[config.mk]
export PLATFORM = sky130hd
export DESIGN_NAME = aclk_key_entry
export DESIGN_NICKNAME = d
export VERILOG_FILES = /design/src/rtl/aclk_key_entry.sv
export SDC_FILE = /design/constraint.sdc
export NUM_CORES = 1
export LEC_CHECK = 0
export ABC_AREA = 1
export BUFFER_PORTS_ARGS = -buffer_cell sky130_fd_sc_hd__buf_2
export CORE_MARGIN = 4
export CORE_UTILIZATION = 45
export CTS_BUF_LIST = sky130_fd_sc_hd__clkbuf_4 sky130_fd_sc_hd__clkbuf_8
export CTS_CLUSTER_SIZE = 28
export DETAILED_ROUTE_END_ITERATION = 10
export MAX_ROUTING_LAYER = met4
export PLACE_DENSITY = 0.66
export SLEW_MARGIN = 0
export SYNTH_ARGS = -nofsm -noshare
export SYNTH_HDL_FRONTEND = slang
export SYNTH_SLANG_ARGS = --single-unit
[constraint.sdc]
create_clock -name i_clk -period 4.85 [get_ports i_clk]
set_clock_uncertainty 0.2 [all_clocks]
set_input_delay 0 -clock i_clk [delete_from_list [all_inputs] [get_ports i_clk]]
set_output_delay 0 -clock i_clk [all_outputs]
set_load 0.05 [all_outputs]
[src/rtl/aclk_key_entry.sv]
// Keypad digit-entry buffer for the alarm clock: collects HH:MM digits, validates them
// as a 24-hour time and issues a one-cycle load pulse to the time counter or alarm register.
module aclk_key_entry #(
    parameter int unsigned TIMEOUT_SEC = 10
) (
    input  logic       i_clk,
    input  logic       i_reset,
    input  logic       i_one_second,
    input  logic       i_key_valid,
    input  logic [3:0] i_key,
    output logic       o_key_ready,
    output logic [3:0] o_new_time_ms_hr,
    output logic [3:0] o_new_time_ls_hr,
    output logic [3:0] o_new_time_ms_min,
    output logic [3:0] o_new_time_ls_min,
    output logic       o_load_new_c,
    output logic       o_load_new_a,
    output logic       o_entry_error,
    output logic       o_entry_timeout
);

    localparam int unsigned DW = 4;
    localparam int unsigned CW = 3;
    localparam int unsigned TW = 8;

    localparam logic [DW-1:0] K_MAX_DIGIT = DW'(9);
    localparam logic [DW-1:0] K_SET_TIME  = DW'(10);
    localparam logic [DW-1:0] K_SET_ALARM = DW'(11);
    localparam logic [DW-1:0] K_CLEAR     = DW'(12);
    localparam logic [CW-1:0] CNT_FULL    = CW'(4);
    localparam logic [TW-1:0] TIMER_MAX   = '1;
    localparam logic [TW-1:0] TIMER_LIMIT = TW'(TIMEOUT_SEC);

    typedef enum logic [2:0] {
        S_IDLE   = 3'd0,
        S_ENTRY  = 3'd1,
        S_LOAD_C = 3'd2,
        S_LOAD_A = 3'd3,
        S_REJECT = 3'd4
    } state_t;

    state_t         r_state;
    state_t         w_state_nxt;
    logic [DW-1:0]  r_ms_hr, r_ls_hr, r_ms_min, r_ls_min;
    logic [DW-1:0]  w_ms_hr_nxt, w_ls_hr_nxt, w_ms_min_nxt, w_ls_min_nxt;
    logic [CW-1:0]  r_count, w_count_nxt;
    logic [TW-1:0]  r_timer, w_timer_nxt;
    logic [TW-1:0]  w_timer_inc;
    logic           w_timeout;
    logic           w_key_acc;
    logic           w_time_ok;

    logic r_key_ready, r_load_c, r_load_a, r_error, r_timeout;
    logic w_key_ready_nxt, w_load_c_nxt, w_load_a_nxt, w_error_nxt, w_timeout_nxt;

    assign w_key_acc   = i_key_valid && ((r_state == S_IDLE) || (r_state == S_ENTRY));
    assign w_timer_inc = (r_timer == TIMER_MAX) ? r_timer : r_timer + TW'(1);

    // Buffer must be complete and form a legal 24-hour HH:MM
    assign w_time_ok = (r_count == CNT_FULL)
                    && (r_ms_hr <= DW'(2))
                    && ((r_ms_hr == DW'(2)) ? (r_ls_hr <= DW'(3)) : (r_ls_hr <= DW'(9)))
                    && (r_ms_min <= DW'(5))
                    && (r_ls_min <= DW'(9));

    // State and datapath register
    always_ff @(posedge i_clk) begin
        if (i_reset) begin
            r_state     <= S_IDLE;
            r_ms_hr     <= '0;
            r_ls_hr     <= '0;
            r_ms_min    <= '0;
            r_ls_min    <= '0;
            r_count     <= '0;
            r_timer     <= '0;
            r_key_ready <= 1'b1;
            r_load_c    <= 1'b0;
            r_load_a    <= 1'b0;
            r_error     <= 1'b0;
            r_timeout   <= 1'b0;
        end else begin
            r_state     <= w_state_nxt;
            r_ms_hr     <= w_ms_hr_nxt;
            r_ls_hr     <= w_ls_hr_nxt;
            r_ms_min    <= w_ms_min_nxt;
            r_ls_min    <= w_ls_min_nxt;
            r_count     <= w_count_nxt;
            r_timer     <= w_timer_nxt;
            r_key_ready <= w_key_ready_nxt;
            r_load_c    <= w_load_c_nxt;
            r_load_a    <= w_load_a_nxt;
            r_error     <= w_error_nxt;
            r_timeout   <= w_timeout_nxt;
        end
    end

    // Next-state and buffer update
    always_comb begin
        w_state_nxt  = r_state;
        w_ms_hr_nxt  = r_ms_hr;
        w_ls_hr_nxt  = r_ls_hr;
        w_ms_min_nxt = r_ms_min;
        w_ls_min_nxt = r_ls_min;
        w_count_nxt  = r_count;
        w_timer_nxt  = r_timer;
        w_timeout    = 1'b0;

        case (r_state)
            S_IDLE, S_ENTRY: begin
                if (w_key_acc && (i_key <= K_MAX_DIGIT)) begin
                    w_timer_nxt = '0;
                    if (r_count < CNT_FULL) begin
                        w_ms_hr_nxt  = r_ls_hr;
                        w_ls_hr_nxt  = r_ms_min;
                        w_ms_min_nxt = r_ls_min;
                        w_ls_min_nxt = i_key;
                        w_count_nxt  = r_count + CW'(1);
                        w_state_nxt  = S_ENTRY;
                    end
                end else if (w_key_acc && (i_key == K_CLEAR)) begin
                    w_ms_hr_nxt  = '0;
                    w_ls_hr_nxt  = '0;
                    w_ms_min_nxt = '0;
                    w_ls_min_nxt = '0;
                    w_count_nxt  = '0;
                    w_timer_nxt  = '0;
                    w_state_nxt  = S_IDLE;
                end else if (w_key_acc && ((i_key == K_SET_TIME) || (i_key == K_SET_ALARM))) begin
                    w_timer_nxt = '0;
                    if (!w_time_ok) begin
                        w_state_nxt = S_REJECT;
                    end else if (i_key == K_SET_TIME) begin
                        w_state_nxt = S_LOAD_C;
                    end else begin
                        w_state_nxt = S_LOAD_A;
                    end
                end else if ((r_state == S_ENTRY) && i_one_second) begin
                    // Unused keys 13-15 fall through here and do not disturb the timer
                    w_timer_nxt = w_timer_inc;
                    if (w_timer_inc >= TIMER_LIMIT) begin
                        w_timeout    = 1'b1;
                        w_ms_hr_nxt  = '0;
                        w_ls_hr_nxt  = '0;
                        w_ms_min_nxt = '0;
                        w_ls_min_nxt = '0;
                        w_count_nxt  = '0;
                        w_timer_nxt  = '0;
                        w_state_nxt  = S_IDLE;
                    end
                end
            end
            S_LOAD_C, S_LOAD_A, S_REJECT: begin
                w_ms_hr_nxt  = '0;
                w_ls_hr_nxt  = '0;
                w_ms_min_nxt = '0;
                w_ls_min_nxt = '0;
                w_count_nxt  = '0;
                w_timer_nxt  = '0;
                w_state_nxt  = S_IDLE;
            end
            default: begin
                w_state_nxt = S_IDLE;
            end
        endcase
    end

    // Registered outputs follow the state being entered
    always_comb begin
        w_key_ready_nxt = 1'b0;
        w_load_c_nxt    = 1'b0;
        w_load_a_nxt    = 1'b0;
        w_error_nxt     = 1'b0;
        w_timeout_nxt   = w_timeout;
        case (w_state_nxt)
            S_IDLE, S_ENTRY: w_key_ready_nxt = 1'b1;
            S_LOAD_C:        w_load_c_nxt    = 1'b1;
            S_LOAD_A:        w_load_a_nxt    = 1'b1;
            S_REJECT:        w_error_nxt     = 1'b1;
            default:         w_key_ready_nxt = 1'b0;
        endcase
    end

    assign o_key_ready       = r_key_ready;
    assign o_new_time_ms_hr  = r_ms_hr;
    assign o_new_time_ls_hr  = r_ls_hr;
    assign o_new_time_ms_min = r_ms_min;
    assign o_new_time_ls_min = r_ls_min;
    assign o_load_new_c      = r_load_c;
    assign o_load_new_a      = r_load_a;
    assign o_entry_error     = r_error;
    assign o_entry_timeout   = r_timeout;

endmodule

==> metrics, run 1 <==
crit path max fanout 5; detailed placement HPWL 2760 µm; pin count of the biggest net entering global routing 28; CP Launch Type flop; total power 712 µW; Syn Area/Cell 6.71 µm²; post-synth top area cell dfxtp_1; crit path kind reg -> reg; status completed; vias in the first global route 1485; RR Startpoint r_timer[0]; cell breakdown of the critical path ha_1 -> nand2_2 -> nor2_4 -> nand2_2 -> nand2_2 -> nand2_1 -> nand2_1 -> nand2_1 -> nand2_2 -> nand2_1 -> nand2_1 -> nand2_1 -> nand2_1 -> dlygate4sd3_1 -> nand2_1 -> nand2_1 -> nor2_1; sequential share of the synthesized area 0.400; H-tree depth 2; WL per Instance 11.0 µm; DRC viols 0; measured slew at the worst slew-check pin 646 ps; Starting Density 0.471; Vias 1653; CTS tree built; Post-synth EDFFs 0; Die Ht 70.4 µm; hold-critical path depth 5; global placement routability congestion 0.881; Layout fillers 403; Pins Over Slew Limit 0; DRT antenna net count 0; ant diodes 0; maximum VDD drop 0.000196 V; Synth Net Count 272; port bufs 28; 1st-pass router iterations 4; GR Overflow Total 0; top cells by area, synth dfxtp_1 40%, nor2_1 13%, nand2_1 9.2%; hold path startpoint i_key_valid; Die ar. 4950 µm²; Max Cap Viol 0; Clock Latency Late Sink 280 ps; top_reg_cell synth dfxtp_1; Setup violations, final 0; gr usage total 0.164; Hold Crit Class in -> reg; CTS Sinks 35; R2R Path End r_state[0]; DR vias/cell 4.81; FP Rows 22; hold worst-path end r_state[1]; clock slew at reported path FFs 70 ps; Period minus WS final 2620 ps; Area Overhead vs Synth 17.9%; max incr delay on CP 530 ps; Pwr Density 345 nW/µm²; Synth Register Bits 35; asr flop ratio synth 0; r2r setup slk 2230 ps; first-pass GRT wire length 6480 µm; Max Root-Sink Buffers 2; synth warn 0; Nets 307; Worst EP required 4830 ps; Crit path arrival time 2600 ps; Critical Path Slowest Stage Cell dlygate4sd3_1; Setup crit end kind flop; RSZ-0062 raised after global routing no; fraction of layout cells with a size suffix above 1 0.159; Setup TNS 0 ps; CTS resizes 0; Gate Count Post-Synth 261; Post-Syn Area 1750 µm²; Cell variety after synth 28; Root Buffer clkbuf_8; Routed WL 3790 µm; I/O pins 29; Final Hold Fails 0; Reg2Reg Depth 17; initial antenna violation count 0; top cell type's share of synthesized area 0.400; 1st-iter DRT viols 68; Max-slew headroom 0.569; core footprint 3720 µm²; achievable frequency 0.381 GHz; total CTS buffers 5; Lkg Pwr 0.991 nW; most used cell, CP nand2_1; fin crit share 0.541; hold slack 2.17 ps; die width 70.4 µm
[what timing repair did]
item                      in CTS  in global routing
hold endpoints to repair      16                  0
buffers inserted               0                  0
hold buffers                   8                  0
[placed cells by master, fill, tap and decap left out, types with 7 or more instances in the layout]
cell and n:
nor2_1 62, dfxtp_1 35, a21oi_1 15, nand3_1 11, buf_2 28, inv_1 37, nand2_1 43, dlygate4sd3_1 8
o21ai_1 11, o21ai_0 7
[area by class of cell]
type	instances	area, µm²	share of cell area
sequential	35	701	0.339
tap	48	60.1	0.0291
clock buffer	6	82.6	0.0400
clock inverter	1	5.00	0.00242
timing repair buffer	36	220	0.107
inverter	38	143	0.0691
multi-input combinational	180	853	0.413
[how the worst max path moves through the flow]
stage / start / endpoint / slack, ps
floorplan: r_timer[0] / o_new_time_ls_hr[1] / 2910
global placement: r_state[2] / o_new_time_ms_min[3] / 2510
detailed placement: r_state[2] / o_new_time_ms_hr[0] / 2410
CTS: r_timer[0] / r_state[0] / 2240
global route: r_timer[0] / o_load_new_a / 2020
finish: r_timer[0] / r_state[0] / 2230
[Yosys cell counts, types with 3 or more instances]
master,number
a21oi_1,15
buf_6,3
dfxtp_1,35
ha_1,3
inv_1,37
nand2_1,43
nand2_2,6
nand3_1,11
nand4_1,4
nor2_1,62
nor3_1,6
o21ai_0,7
o21ai_1,11
[cell families after synthesis]
family,after synthesis,synth area share
AO/OA/AOI/OAI,35,0.103
adder cells (fa/ha/maj),3,0.0214
XOR/XNOR,2,0.0100
flip-flops,35,0.400
AND/OR/NAND/NOR,140,0.353
buffers and inverters,46,0.113
[power breakdown]
group          internal (mW)  total, mW  switching (mW)
sequential             0.309      0.328          0.0190
clock                  0.111      0.210          0.0986
combinational         0.0503      0.174           0.124
[through the flow]
stage | util | setup slack [ps] | std cells | cell area (µm²)
2_1_floorplan | - | 2910 | 261 | 1750
3_3_place_gp | 0.510 | 2510 | 329 | 1900
3_5_place_dp | 0.510 | 2410 | 329 | 1900
4_1_cts | 0.556 | 2240 | 344 | 2060
5_1_grt | 0.556 | 2020 | 344 | 2060
6_report | 0.556 | 2230 | 344 | 2060
[layer usage]
metal  part of all wire  GRT usage  vias up
li1                   -          -      887
met1               0.51      0.221      725
met2               0.43      0.233       31
met3              0.046     0.0374       10
met4              0.021     0.0723        0
met5                  0          -        -
[flip-flops by register name, summed over array words and instances, names as in the netlist]
register	count
r_timer	8
o_new_time_ls_hr	4
o_new_time_ls_min	4
o_new_time_ms_hr	4
o_new_time_ms_min	4
r_count	3
r_state	3
o_entry_error	1
o_entry_timeout	1
o_key_ready	1
o_load_new_a	1
o_load_new_c	1
[critical path, delay by kind of cell, from the launching register on]
kind          cells  cell delay [ps]
fa+ha+maj         1              270
flops             1              430
simple gates     15             1080
buf+inv           1              530
No activity file was read; power rests on OpenSTA's default activity.
==> inputs of run 2 (changes only) <==
--- a/config.mk
+++ b/config.mk
@@ -13,7 +13,7 @@
 export CTS_CLUSTER_SIZE = 28
 export DETAILED_ROUTE_END_ITERATION = 10
 export MAX_ROUTING_LAYER = met4
-export PLACE_DENSITY = 0.66
+export PLACE_DENSITY = 0.69
 export SLEW_MARGIN = 0
 export SYNTH_ARGS = -nofsm -noshare
 export SYNTH_HDL_FRONTEND = slang
==> constraint.sdc (replaced) <==
create_clock -name i_clk -period 2.3 [get_ports i_clk]
set_clock_uncertainty 0.2 [all_clocks]
set_input_delay 0 -clock i_clk [delete_from_list [all_inputs] [get_ports i_clk]]
set_output_delay 0 -clock i_clk [all_outputs]
set_load 0.05 [all_outputs]
==> metrics, run 2 (synthesis results as in run 1) <==
crit path max fanout 5 (unchanged); Crit path arrival time 2080 ps (-520 ps); Setup crit end kind flop; Starting Density 0.471 (unchanged); GR Overflow Total 0 (unchanged); fin crit share 0.917 (+0.376); most common cell after layout, fill and taps aside nor2_1; fin cells 348 (+1.2%); Place WS 86.4 ps (-2330 ps); Max Cap Viol 0 (unchanged); R2R Path End o_entry_error; fraction of layout cells with a size suffix above 1 0.177 (+0.0179); status completed; die width 70.4 µm (unchanged); Die ar. 4950 µm² (unchanged); DRC viols 0 (unchanged); DP Cell Count 331 (+0.61%); first-pass GRT wire length 6200 µm (-4.4%); maximum VDD drop 0.000488 V (+150%); measured slew at the worst slew-check pin 611 ps (-35.1 ps); Area Overhead vs Synth 21.1%; Max-slew headroom 0.592 (+0.0235); Setup TNS 0 ps (unchanged); CP Launch Type flop; CTS Sinks 35 (unchanged); Clock Latency Late Sink 280 ps (about the same); Max Root-Sink Buffers 2 (unchanged); hold-critical path depth 5 (unchanged); FP Rows 22 (unchanged); hold slack 4.06 ps (+1.89 ps); Top reg by flops r_timer; total CTS buffers 5 (unchanged); RR Startpoint r_state[2]; vias in the first global route 1456 (-2.0%); clock slew at reported path FFs 70 ps (about the same); Worst setup endpoint o_entry_error; Period minus WS final 2110 ps (-515 ps); Setup violations, final 0 (unchanged); commonest cells after routing, fill and taps aside 62 x nor2_1, 43 x nand2_1, 37 x inv_1; pin count of the biggest net entering global routing 28 (unchanged); max FFs per register 8 (unchanged); port bufs 28 (unchanged); Hold Crit Class in -> reg; Final WS setup 192 ps (-2030 ps); crit path from r_state[2]; total power 1.55 mW (+120%); Root Buffer clkbuf_8; r2r setup slk 190 ps (-2030 ps); DRT antenna net count 0 (unchanged); Vias 1640 (-0.79%); Post-DP Area 1910 µm² (+0.79%); Final Util 0.571 (+0.0152); 1st-iter DRT viols 77 (+13%); Nets 310 (+0.98%); global placement routability congestion 0.860 (-2.4%); Pins Over Slew Limit 0 (unchanged); 1st-pass router iterations 4 (unchanged); H-tree depth 2 (unchanged); Die Ht 70.4 µm (unchanged); Final Hold Fails 0 (unchanged); I/O pins 29 (unchanged); detailed placement HPWL 2670 µm (-3.2%); ant diodes 0 (unchanged); Pwr Density 729 nW/µm² (+110%); core footprint 3720 µm² (unchanged); Routed WL 3630 µm (-4.2%); gr usage total 0.160 (-0.00408); post-route cell area 2120 µm² (+2.7%); Worst EP required 2270 ps (-2560 ps); crit path kind reg -> reg; DR vias/cell 4.71 (-1.9%); WL per Instance 10.4 µm (-5.3%); initial antenna violation count 0 (unchanged); achievable frequency 0.474 GHz (+24%); CTS tree built; Lkg Pwr 1.01 nW (+1.6%); Reg2Reg Depth 9 (-8)
[run 2: layout make-up]
class	count	area (µm²)
fill	355	1600
multi-input combinational	180	865
sequential	35	702
timing repair buffer	39	243
inverter	38	148
clock buffer	7	96.3
tap	48	60.1
clock inverter	1	7.51
[run 2: routing by layer]
layer,GRT usage,share of wire,vias to the layer above
met1,0.202,0.52,703
met4,0.0574,0.015,0
met3,0.0532,0.050,4
met5,-,0,-
li1,-,-,900
met2,0.238,0.42,33
[run 2: repair_timing]
| item | CTS | global route |
|---|---|---|
| buffers inserted | 0 | 1 |
| setup endpoints to repair | 0 | 19 |
| hold endpoints to repair | 16 | 0 |
| gates resized for setup | 0 | 5 |
| hold buffers | 8 | 0 |
[run 2: power by group]
part	switching [mW]	leakage, nW	total [mW]	internal (mW)
registers	0.0393	0.287	0.691	0.652
clock network	0.211	0.0505	0.483	0.272
logic	0.261	0.670	0.373	0.112
total	0.511	1.01	1.55	1.04
[run 2: worst max-delay path, cell delays in order, from the launching register on]
cell,delay [ps]
dfxtp_1,300
inv_1,60
nand2_1,120
inv_1,110
nand2_1,90
nor3_4,240
nand3_1,140
nand3_1,150
nor2_1,50
dlygate4sd3_1,540
[run 2: worst min path at each step]
| stage | startpoint | endpoint | slack [ps] |
|---|---|---|---|
| 2_1_floorplan | i_key[2] | o_new_time_ls_min[2] | -60 |
| 3_3_place_gp | i_reset | r_state[2] | 110 |
| 3_5_place_dp | i_reset | o_entry_error | 110 |
| 4_1_cts | i_key_valid | r_state[1] | 6 |
| 5_1_grt | i_key_valid | r_state[1] | 50 |
| 6_report | i_key_valid | r_state[1] | 4 |
